[src/rtl/iotile_config_loader.sv]
// iotile_config_loader: assembles a byte-wide configuration stream into one
// IO tile configuration word, checks an XOR checksum and commits atomically.
module iotile_config_loader #(
    parameter int unsigned CONFIG_WIDTH = 24,
    parameter int unsigned WORD_WIDTH   = 8
) (
    input  logic                    clock,
    input  logic                    reset,
    input  logic                    start,
    input  logic [WORD_WIDTH-1:0]   cfg_data,
    input  logic                    cfg_valid,
    input  logic                    cfg_last,
    output logic                    cfg_ready,
    output logic                    busy,
    output logic                    done,
    output logic                    error,
    output logic                    config_valid,
    output logic [CONFIG_WIDTH-1:0] config_out
);

    localparam int unsigned NWORDS = (CONFIG_WIDTH + WORD_WIDTH - 1) / WORD_WIDTH;
    localparam int unsigned CNT_W  = $clog2(NWORDS + 1);

    typedef enum logic [1:0] {
        ST_IDLE   = 2'd0,
        ST_LOAD   = 2'd1,
        ST_COMMIT = 2'd2,
        ST_ERROR  = 2'd3
    } state_t;

    state_t                  state_q, state_d;
    logic [CNT_W-1:0]        cnt_q, cnt_d;
    logic [CONFIG_WIDTH-1:0] stage_q, stage_d;
    logic [WORD_WIDTH-1:0]   acc_q, acc_d;
    logic [CONFIG_WIDTH-1:0] config_q, config_d;
    logic                    cvalid_q, cvalid_d;

    logic beat_c;
    logic data_beat_c;

    // State, staging and committed-configuration registers
    always_ff @(posedge clock) begin
        if (reset) begin
            state_q  <= ST_IDLE;
            cnt_q    <= '0;
            stage_q  <= '0;
            acc_q    <= '0;
            config_q <= '0;
            cvalid_q <= 1'b0;
        end else begin
            state_q  <= state_d;
            cnt_q    <= cnt_d;
            stage_q  <= stage_d;
            acc_q    <= acc_d;
            config_q <= config_d;
            cvalid_q <= cvalid_d;
        end
    end

    // Beat acceptance and data/checksum beat classification
    always_comb begin
        beat_c      = cfg_valid && (state_q == ST_LOAD);
        data_beat_c = (cnt_q < CNT_W'(NWORDS));
    end

    // Next-state logic: load, verify, commit or flag error
    always_comb begin
        state_d  = state_q;
        cnt_d    = cnt_q;
        stage_d  = stage_q;
        acc_d    = acc_q;
        config_d = config_q;
        cvalid_d = cvalid_q;

        case (state_q)
            ST_IDLE, ST_ERROR: begin
                if (start) begin
                    state_d = ST_LOAD;
                    cnt_d   = '0;
                    stage_d = '0;
                    acc_d   = '0;
                end
            end
            ST_LOAD: begin
                if (beat_c) begin
                    if (data_beat_c) begin
                        // Lower words first; bits past CONFIG_WIDTH shift out
                        stage_d = stage_q
                                | (CONFIG_WIDTH'(cfg_data) << (32'(cnt_q) * WORD_WIDTH));
                        acc_d   = acc_q ^ cfg_data;
                        cnt_d   = cnt_q + CNT_W'(1);
                        if (cfg_last) begin
                            state_d = ST_ERROR;
                        end
                    end else if (cfg_last && (cfg_data == acc_q)) begin
                        state_d  = ST_COMMIT;
                        config_d = stage_q;
                        cvalid_d = 1'b1;
                    end else begin
                        state_d = ST_ERROR;
                    end
                end
            end
            ST_COMMIT: begin
                state_d = ST_IDLE;
            end
            default: begin
                state_d = ST_IDLE;
            end
        endcase
    end

    // Status outputs decoded from the state register
    always_comb begin
        cfg_ready    = (state_q == ST_LOAD);
        busy         = (state_q == ST_LOAD) || (state_q == ST_COMMIT);
        done         = (state_q == ST_COMMIT);
        error        = (state_q == ST_ERROR);
        config_valid = cvalid_q;
        config_out   = config_q;
    end

endmodule

[config.mk]
export PLATFORM = sky130hd
export DESIGN_NAME = iotile_config_loader
export DESIGN_NICKNAME = d
export VERILOG_FILES = /design/src/rtl/iotile_config_loader.sv
export SDC_FILE = /design/constraint.sdc
export NUM_CORES = 1
export LEC_CHECK = 0
export ABC_AREA = 1
export CAP_MARGIN = 40
export CORE_MARGIN = 2
export CORE_UTILIZATION = 25
export CTS_CLUSTER_SIZE = 40
export DETAILED_ROUTE_END_ITERATION = 12
export REMOVE_ABC_BUFFERS = 1
export SYNTH_ARGS = -nofsm -noshare
export SYNTH_HDL_FRONTEND = slang
export SYNTH_SLANG_ARGS = --single-unit
[constraint.sdc]
create_clock -name clock -period 2.4 [get_ports clock]
set_input_delay 0.48 -clock clock [delete_from_list [all_inputs] [get_ports clock]]
set_output_delay 0.48 -clock clock [all_outputs]
set_load 0.03 [all_outputs]
==> metrics.txt <==
status finished clean; Seq/Total Area, Yosys 0.464; asr flop ratio synth 0; root buf cell clkbuf_8; met2 WL 2550 µm; vias in the first global route 2,179; worst slack, placed 0.272 ns; metal3 WL 272 µm; die width 107 µm; post-CTS setup buffers 0; Sequential Power Share 0.413; Distinct cells, synth 22; final core occ 0.330; worst setup path class reg2out; top_reg_cell synth dfxtp_1; first-pass GRT wire length 10,100 µm; most common cell in the synthesized netlist nand2_1; Starting Density 0.256; total power draw 3.09 mW; clock tree sinks 61; leading area contributor after synthesis dfxtp_1; Routed WL per cell 10.4 µm; Hold Slack 0.452 ns; Comb power frac 0.279; unrepaired setup endpoints after global routing false; Antenna Cells 0; worst min path class reg2reg; io pins 42; Critical Path Start Type flop; number of synthesized register bits 61; Avg Vias per Cell 4.05; f_max 475 MHz; Pleak 1.55 nW; share of total power in the clock network 0.309; DR top layer met4; Setup Viol. Count Final 0; routed wire length 5860 µm; crit-path max FO 4; normalized max-slew margin 0.583; Net Sw Power 1.09 mW; H-tree level count 3; Overflow after GRT 0; Crit. End Element primary output; Sw Ratio 0.352; CTS Buf Count 9; worst-skew pair later-pin latency 0.34 ns; Worst-path clk slew 0.06 ns; Via Count 2,282; Synth top cells by count nand2_1, inv_1, dfxtp_1; clock buffer depth 2; Post-Synthesis Cells 380; Placer Congestion 0.814; post-synth top area share 0.464; Clock Skews 0.00550 ns; Peak VDD IR 0.476 mV; Post-Syn Area 2630 µm²; DR iter-0 viols 90; Seq. cell area 1220 µm²; initial antenna violation count 0; fin crit period 2.10 ns; Core Box Area 10,300 µm²; area grow syn2layout 28.8%; Final Max Tran Viols 0; row count 37; GR Util All Layers 0.114; worst slew pin tran 0.623 ns; # fillers 1,138; post-route insts no fill 564; Req. time, crit path 1.92 ns; PnR worst setup slack 0.296 ns; Final Cycle Share 0.877; port bufs 41; largest cells by area after synthesis dfxtp_1, nand2_1, inv_1, nor2_1, a21oi_1; Post-DP Area 3170 µm²; fraction of layout cells with a size suffix above 1 0.103; met1 WL 2930 µm; critical path arrival 1.62 ns; pwr dens 913 nW/µm²; CTS tree done; Final ANT Viol Nets 0; # placed instances 548; area occupied by multi-input gates 1040 µm²; first drt pass iteration count 4; post_cts resized 0; Syn Area/Cell 6.92 µm²; max-cap violations 0; pin count of the biggest net entering global routing 32; Final Hold Fails 0; YS warnings 0; Internal Power 2.00 mW; Post-CTS Hold Fix Bufs 0; Die Ht 107 µm; DRC Markers 0; Final Cell Area 3390 µm²; Post-DP HPWL 4040 µm; EDFF count, synth 0; Setup Total Neg Slack 0 ns; Nets 440; die area 11,400 µm²
-- power groups by stage --
stage	Clock, mW	Sequential, mW	Combinational, mW
after floorplan	0	1.27	0.609
after global placement	0	1.29	0.846
after detailed placement	0	1.30	0.864
after CTS	0.986	1.28	0.870
after global routing	1.02	1.30	0.978
final	0.955	1.28	0.862
-- registers in the layout (all words and copies together) (netlist names) --
signal,cells
config_valid,1
state_q,2
cnt_q,2
stage_q,24
config_out,24
acc_q,8
-- cells by family after synthesis --
family          share of synthesized area
fa+ha+maj                          0.0190
buf+inv                             0.139
flops                               0.464
compound gates                      0.102
simple gates                        0.269
xor+xnor                          0.00666
-- cells in the final DEF (no fill, tap or decap), types with 4 or more instances in the layout --
master / n
a21oi_1: 35
buf_4: 4
clkbuf_8: 12
clkdlybuf4s50_1: 39
dfxtp_1: 61
ha_1: 4
inv_1: 66
inv_2: 8
nand2_1: 91
nand3_1: 12
nor2_1: 60
nor2_2: 11
o21ai_0: 7
-- worst paths after layout --
path	to	from	depth (start not counted)	slack [ns]
setup / recovery	done	state_q[1]$_SDFFE_PP0P_	2	0.30
hold / removal	stage_q[1]$_SDFFE_PP0P_	stage_q[1]$_SDFFE_PP0P_	2	0.45
setup reg to reg	cnt_q[1]$_SDFFE_PP0P_	state_q[0]$_SDFFE_PP0P_	8	0.42
hold reg to reg	stage_q[1]$_SDFFE_PP0P_	stage_q[1]$_SDFFE_PP0P_	2	0.45
-- critical path, stage by stage (launching register included) --
cell and delay, ns:
dfxtp_1 0.39, ha_1 0.21, clkdlybuf4s50_1 0.69
-- metal layers --
metal,global-route usage,vias to the layer above
met3,0.0274,7
met5,0,-
li1,-,1215
met1,0.143,1011
met4,0.0668,0
met2,0.177,49
-- layout make-up --
class,count,share of cell area
clock buffers,12,0.0487
clock inverters,4,0.0133
inverters,74,0.0820
multi-input cells,231,0.308
flip-flops and latches,61,0.360
well taps,136,0.0502
repair buffers,46,0.137
Power figures use the tool's default switching activity.
